File: src/rtl/dna_port_sequencer.sv
// dna_port_sequencer
//   Drives the READ/SHIFT pins of the device-DNA primitive, which the parent
//   instantiates. The primitive is shared between NUM_REQ requesters through
//   round-robin arbitration. The serial DNA is captured into a right-aligned
//   96-bit register that every consumer can see. When AUTO_READ is set, one
//   internal read runs after reset release.
//
//   Optional feature macro: DNA_CMP_EN
//     defined   -> EXP_DNA parameter and registered dna_match output exist
//     undefined -> neither the port nor the comparator is built
//
//   Handshake: a requester raises req[i] and holds it. gnt[i] rises (one-hot)
//   and stays high for the whole read, including the DONE cycle. done[i]
//   pulses for exactly one cycle when dna_value has been updated. The
//   requester may drop req[i] after the done pulse, or at any point after the
//   grant; a read that has started always runs to completion.
//
//   fsm_state exposes the controller state for debug and checkers:
//   0 IDLE, 1 ARB, 2 LOAD, 3 SHIFT, 4 DONE.
module dna_port_sequencer #(
  parameter int          DNA_BITS  = 57,
  parameter int          NUM_REQ   = 2,
  parameter bit          AUTO_READ = 1'b1
`ifdef DNA_CMP_EN
  ,
  parameter logic [95:0] EXP_DNA   = 96'h0
`endif
) (
  input  logic               clk,
  input  logic               rst,
  input  logic [NUM_REQ-1:0] req,
  output logic [NUM_REQ-1:0] gnt,
  output logic [NUM_REQ-1:0] done,
  output logic               busy,
  output logic [95:0]        dna_value,
  output logic               dna_valid,
  output logic               dna_read,
  output logic               dna_shift,
  output logic               dna_din,
  input  logic               dna_dout,
`ifdef DNA_CMP_EN
  output logic               dna_match,
`endif
  output logic [2:0]         fsm_state
);

  localparam int PTR_W = (NUM_REQ > 1) ? $clog2(NUM_REQ) : 1;
  localparam int CNT_W = 7;

  typedef enum logic [2:0] {
    S_IDLE  = 3'd0,
    S_ARB   = 3'd1,
    S_LOAD  = 3'd2,
    S_SHIFT = 3'd3,
    S_DONE  = 3'd4
  } state_t;

  state_t             state;
  logic [PTR_W-1:0]   ptr;
  logic               auto_pend;
  logic [CNT_W-1:0]   cnt;
  logic [94:0]        shift_reg;
  logic [95:0]        shift_nxt;

  logic [NUM_REQ-1:0] arb_req;
  logic [NUM_REQ-1:0] hi_req;
  logic [PTR_W-1:0]   hi_idx;
  logic [PTR_W-1:0]   lo_idx;
  logic [PTR_W-1:0]   arb_idx;
  logic [NUM_REQ-1:0] arb_onehot;

  // DIN is never used; the primitive is only ever read.
  assign dna_din   = 1'b0;
  assign fsm_state = state;

  // Next shift-register value: append the current DOUT bit, so the first bit
  // sampled ends up as the MSB of the captured value.
  assign shift_nxt = {shift_reg, dna_dout};

  // Round-robin pick. Search above the pointer first, then wrap to the
  // lowest index. In DONE the requester being served is masked out, so a
  // different waiting requester can be granted straight away.
  always_comb begin
    arb_req = (state == S_DONE) ? (req & ~gnt) : req;
    hi_req  = '0;
    hi_idx  = '0;
    lo_idx  = '0;
    for (int j = 0; j < NUM_REQ; j++) begin
      hi_req[j] = arb_req[j] && (j > int'(ptr));
    end
    for (int j = NUM_REQ - 1; j >= 0; j--) begin
      if (arb_req[j]) lo_idx = PTR_W'(j);
      if (hi_req[j])  hi_idx = PTR_W'(j);
    end
    arb_idx    = (|hi_req) ? hi_idx : lo_idx;
    arb_onehot = NUM_REQ'(1) << arb_idx;
  end

  // Controller. Each output register is loaded on the edge that enters the
  // state the output belongs to, so every output is valid during that state.
  always_ff @(posedge clk) begin
    if (rst) begin
      state     <= S_IDLE;
      ptr       <= PTR_W'(NUM_REQ - 1);
      auto_pend <= AUTO_READ;
      cnt       <= '0;
      shift_reg <= '0;
      gnt       <= '0;
      done      <= '0;
      busy      <= 1'b0;
      dna_value <= '0;
      dna_valid <= 1'b0;
      dna_read  <= 1'b0;
      dna_shift <= 1'b0;
`ifdef DNA_CMP_EN
      dna_match <= 1'b0;
`endif
    end else begin
      done <= '0;
      case (state)
        S_IDLE: begin
          if (auto_pend) begin
            // Internal read: no grant, so no done pulse is issued at the end.
            auto_pend <= 1'b0;
            busy      <= 1'b1;
            dna_read  <= 1'b1;
            state     <= S_LOAD;
          end else if (|arb_req) begin
            gnt   <= arb_onehot;
            ptr   <= arb_idx;
            busy  <= 1'b1;
            state <= S_ARB;
          end
        end
        S_ARB: begin
          if ((req & gnt) == '0) begin
            // The winner withdrew before the read started.
            gnt   <= '0;
            busy  <= 1'b0;
            state <= S_IDLE;
          end else begin
            dna_read <= 1'b1;
            state    <= S_LOAD;
          end
        end
        S_LOAD: begin
          dna_read  <= 1'b0;
          dna_shift <= 1'b1;
          cnt       <= '0;
          shift_reg <= '0;
          state     <= S_SHIFT;
        end
        S_SHIFT: begin
          shift_reg <= shift_nxt[94:0];
          if (cnt == CNT_W'(DNA_BITS - 1)) begin
            dna_shift <= 1'b0;
            dna_value <= shift_nxt;
            dna_valid <= 1'b1;
            done      <= gnt;
`ifdef DNA_CMP_EN
            dna_match <= (shift_nxt == EXP_DNA);
`endif
            state     <= S_DONE;
          end else begin
            cnt <= cnt + 1'b1;
          end
        end
        S_DONE: begin
          if (|arb_req) begin
            gnt   <= arb_onehot;
            ptr   <= arb_idx;
            state <= S_ARB;
          end else begin
            gnt   <= '0;
            busy  <= 1'b0;
            state <= S_IDLE;
          end
        end
        default: begin
          gnt       <= '0;
          busy      <= 1'b0;
          dna_read  <= 1'b0;
          dna_shift <= 1'b0;
          state     <= S_IDLE;
        end
      endcase
    end
  end

endmodule
File: config.mk
export PLATFORM = sky130hd
export DESIGN_NAME = dna_port_sequencer
export DESIGN_NICKNAME = d
export VERILOG_FILES = /design/src/rtl/dna_port_sequencer.sv
export SDC_FILE = /design/constraint.sdc
export NUM_CORES = 1
export LEC_CHECK = 0
export CAP_MARGIN = 0
export CORE_MARGIN = 5
export CORE_UTILIZATION = 50
export CTS_CLUSTER_SIZE = 28
export DETAILED_ROUTE_END_ITERATION = 7
export GPL_TIMING_DRIVEN = 0
export PLACE_DENSITY_LB_ADDON = 0.1
export SETUP_SLACK_MARGIN = 0.15
export SLEW_MARGIN = 25
export SYNTH_ARGS = -nofsm -noshare
export SYNTH_HDL_FRONTEND = slang
export SYNTH_SLANG_ARGS = --single-unit
File: constraint.sdc
create_clock -name clk -period 2.1 [get_ports clk]
set_input_delay 0.42 -clock clk [delete_from_list [all_inputs] [get_ports clk]]
set_output_delay 0.42 -clock clk [all_outputs]
set_load 0.005 [all_outputs]
* Word-level counts from Yosys, hierarchy flattened
Cells that the tools add are included.
Cells by class: $add $sub $neg 1, magnitude comparators 1, eq/ne operators 14, shift operators 1, multiplexer cells 31, bitwise logic cells 8, reductions and logical operators 18
Operators by type and width (count):
- $pmux 95 s2 | 1
- $ne 2x2->1 const B | 8
- $pmux 3 s5 | 1
- $pmux 7 s2 | 1
- $mux 1 | 13
- $mux 2 | 6
- $reduce_and 2->1 | 5
- $mux 3 | 3
- $pmux 2 s4 | 1
- $reduce_and 4->1 | 2
- $add 7x1->7 const B | 1
- $eq 7x6->1 const B | 1
- $mux 7 | 1
- $eq 3x2->1 const B | 2
- $pmux 1 s3 | 2
- $reduce_or 2->1 | 3
- $reduce_or 3->1 | 2
- $not 1->1 | 5
- $and 2x2->2 | 2
- $pmux 1 s4 | 1
- $reduce_bool 2->1 | 2
- $eq 3x1->1 const B | 1
- $eq 3x3->1 const B | 1
- $logic_not 3->1 | 1
- other kinds (8) | 8
Storage, ports and cells: flip-flop bits (word level) 211, input bits 5, output and inout port bits 108, logic and storage cells 86

* Longest topological paths before layout
depth after elaboration 10, mapped depth 8, gate-level depth less buffers 6

* Least setup slack after synthesis
Ideal clock, no wire load.
path kind reg-to-reg, start reg cnt[0], end reg dna_value[0], arrival time 1717 ps, required time 2040 ps, slack 323 ps, stages on the path, launching flop included 9, period minus slack after synthesis 1777 ps, cells stage by stage dfxtp_1 -> inv_1 -> ha_1 -> and4bb_2 -> and3_1 -> a21oi_2 -> buf_4 -> buf_2 -> a22o_1
On the way: word-level cells in the longest chain between the ends 2
Ends and longest elaborated chain:
- start: declaration | line 61 | logic [CNT_W-1:0] cnt;
- start signal: assignment | line 165 | cnt <= cnt + 1'b1;
- $eq 7x6->1 | line 155 | if (cnt == CNT_W'(DNA_BITS - 1)) begin
- $reduce_and 2->1 (no line)
- end signal: assignment | line 157 | dna_value <= shift_nxt;
- end: declaration | line 35 | output logic [95:0] dna_value,
No other way between the ends. A chain may end at the register's enable or synchronous reset.

* Worst setup path after layout
start reg state[1], in the netlist fsm_state[1], end out fsm_state[1]
RTL lines:
- start: declaration | line 58 | state_t state;
- start signal: assignment | line 103 | state <= S_IDLE;
- start signal: assignment | line 127 | state <= S_LOAD;
- start signal: assignment | line 132 | state <= S_ARB;
- end: declaration | line 44 | output logic [2:0] fsm_state
No word-level cell between the ends.

==> out/qor.yml <==
seq_area_frac_synth_pct: 59.99
ios: 113
synthCells: 660
cts_tree: "built"
seqCellArea_um2: 4230
die_w_um: 128.7
die-area_um2: 16560
rsz0062_at_grt: "true"
combPwrFrac_pct: 5.2
critPathTopFamily: "buffers and inverters"
ys_ff_latch: 211
drt_iter0_drc: 590
cts_made_buffers: 22
n_antenna_cell: 0
cp_num_cells: 1
ys.flop_type: "dfxtp_1"
layoutNonFillerInstCount: 995
min_path_type: "reg2reg"
synth_edf_count: 0
rrSetupSlack_ns: 0.23
cpPeakStageDelay_ns: 0.54
synthesis.area_um2: 7042
postSynth.asyncResetShare_pct: 0
worstPathRequired_ns: 1.68
clockBufferDepth: 3
root_buffer: "clkbuf_16"
status: "completed"
fp.dieH_um: 128.7
drtPass1Iterations: 5
area_growth_pct: 32.25
ys.warnings.count: 0
p_leak_nw: 3.456
cts_sinks: 211
cts.clk_slew.worst_paths_ns: 0.06
routabilityCongestion: 0.8578
clock_skew_ns: 0.01497
via_per_inst: 5.716
ys_top_cells_by_area: "dfxtp_1, a22o_1, a22oi_1"
hold_violations: 0
period_share_pct: 89.29
grt_pass1_vias: 5472
wl_per_cell_um: 16.59
ir_drop_mv: 0.6173
netSwitchingFraction_pct: 21.31
core_um2: 13830
worstPathMaxFanout: 5
antenna_found_initial: 0
overflow: 0
cap_violations: 0
startpoint: "fsm_state[1]"
initial_core_util_pct: 50.93
reg2reg_from: "cnt[0]"
nets: 806
power.internal_mw: 6.868
hpwl_um: 11090
cts_hold_buf: 0
power_mw: 8.728
nFillCells: 1069
timing.fmax_mhz: 533.3
r2r_cells: 8
yosysTopAreaCell: "dfxtp_1"
crit_slowest_cell: "clkdlybuf4s50_1"
row_count: 43
synth_fp_nets: 667
mostFrequentLayoutCells: "dfxtp_1, clkdlybuf4s50_1, nor2_1"
drv_slew: 0
dp.cells: 951
clock_latency_ns: 0.49
endpoint: "fsm_state[1]"
grt_usage_pct: 19.23
num_vias: 5687
avgSynthCellArea_um2: 10.67
ant_nets: 0
critical_path_class: "reg2out"
critPathBufInv: 1
synth_cell_type_count: 49
routed_wl_um: 16500
worst-slew-pin-transition_ns: 0.5156
p_per_area_nw_per_um2: 937.2
cp-end-kind: "output pin"
setup_viol: 0
h-tree-depth: 1
clock_power_share_pct: 48.3
power_frac_seq_pct: 46.5
drcViolationCount: 0
cp-start-kind: "flop"
r2r-end: "dna_value[47]"
relSlewSlack_pct: 65.63
multiInputGateArea_um2: 2551
final_common_cell: "dfxtp_1"
synth_top_area_share_pct: 59.99
p_switching_mw: 1.860
grt_max_degree: 15
largest_reg_flops: 96
grt_pass1_wl_um: 26980
period_needed_ns: 1.875
arrival_ns: 1.46
port_buffers: 111
tns_ns: 0
drive_above_1_share_pct: 10.06
crit_chain: "clkdlybuf4s50_1"
layer usage:
layer	up-vias	global-route usage, %	wire, um
met3	30	3.819	828
met5	-	0	0
met2	145	31.43	7669
li1	2718	-	-
met4	0	4.880	327
met1	2794	26.29	7678
area by class of cell:
class / instances / area share [%]
sequential: 211 / 45.43
multi-input combinational: 383 / 27.39
timing repair buffer: 115 / 12.25
clock buffer: 32 / 7.188
buffer: 58 / 3.466
tap: 180 / 2.418
clock inverter: 8 / 1.532
inverter: 8 / 0.3225
what timing repair did:
item,CTS,global route
gates resized for setup,21,17
cloned,0,0
setup endpoints to repair,193,134
setup buffers,4,0
pin swaps,2,0
kinds of logic (layout without fill, tap and decap cells):
group / Yosys count / after routing / share of synthesized area, %
simple gates: 145 / 145 / 8.973
fa+ha+maj: 2 / 2 / 0.3553
mux: 1 / 1 / 0.1422
xor+xnor: 3 / 3 / 0.3732
compound gates: 231 / 231 / 26.01
other cells: 1 / 1 / 0.05325
flops: 211 / 211 / 59.99
buf+inv: 66 / 221 / 4.105
worst min-delay path by stage:
| stage | slack (ns) | cells after the start | to | startpoint |
|---|---|---|---|---|
| after floorplan | 0.44 | 2 | dna_value[95] | shift_reg[94] |
| after global placement | 0.44 | 1 | dna_valid | dna_valid |
| after detailed placement | 0.45 | 1 | dna_valid | dna_valid |
| after CTS | 0.47 | 1 | dna_valid | dna_valid |
| after global routing | 0.48 | 1 | dna_valid | dna_valid |
| final | 0.47 | 1 | dna_valid | dna_valid |
synth_stat cells, types with 2 or more instances:
cell         n
buf_2       15
nand3_1      3
a22o_1      96
xor2_1       3
a32oi_1      2
nor2_1     108
and3_1       2
dfxtp_1    211
a221oi_1     2
o21ai_0      9
nand2_1     11
a22oi_1     96
and2_1       2
a21o_1       2
nor2b_1      4
a31oi_1      2
a21oi_1      8
ha_1         2
a2111oi_0    3
a211o_1      2
inv_1        8
buf_1        2
clkbuf_1    36
nand4_1      3
buf_4        4
worst register-to-register path: cells and delay by family (launching register included):
family	cells	cell delay (ns)
and+or+nand+nor	2	0.55
buffers and inverters	3	0.41
DFF	1	0.34
AOI/OAI and AO/OA	2	0.32
adders and majority gates	1	0.13
power groups by stage:
stage               clock (mW)  sequential, mW  combinational, mW
floorplan                    0            4.14              0.281
global placement             0            4.14              0.415
detailed placement           0            4.14              0.424
CTS                       4.28            4.06              0.438
global route              4.46            4.06              0.491
finish                    4.22            4.06              0.451
through the flow:
stage	util, %	setup slack, ns	area [um2]	hold WS (ns)
global placement	60.59	-0.5052	8378	0.4404
detailed placement	60.59	-0.5295	8378	0.4532
CTS	67.04	0.1498	9270	0.4735
global route	67.35	0.1385	9313	0.4766
finish	67.35	0.2248	9313	0.4718
floorplan	-	0.3233	7042	0.4442
Note: power is estimated with default switching activity, not from simulation.
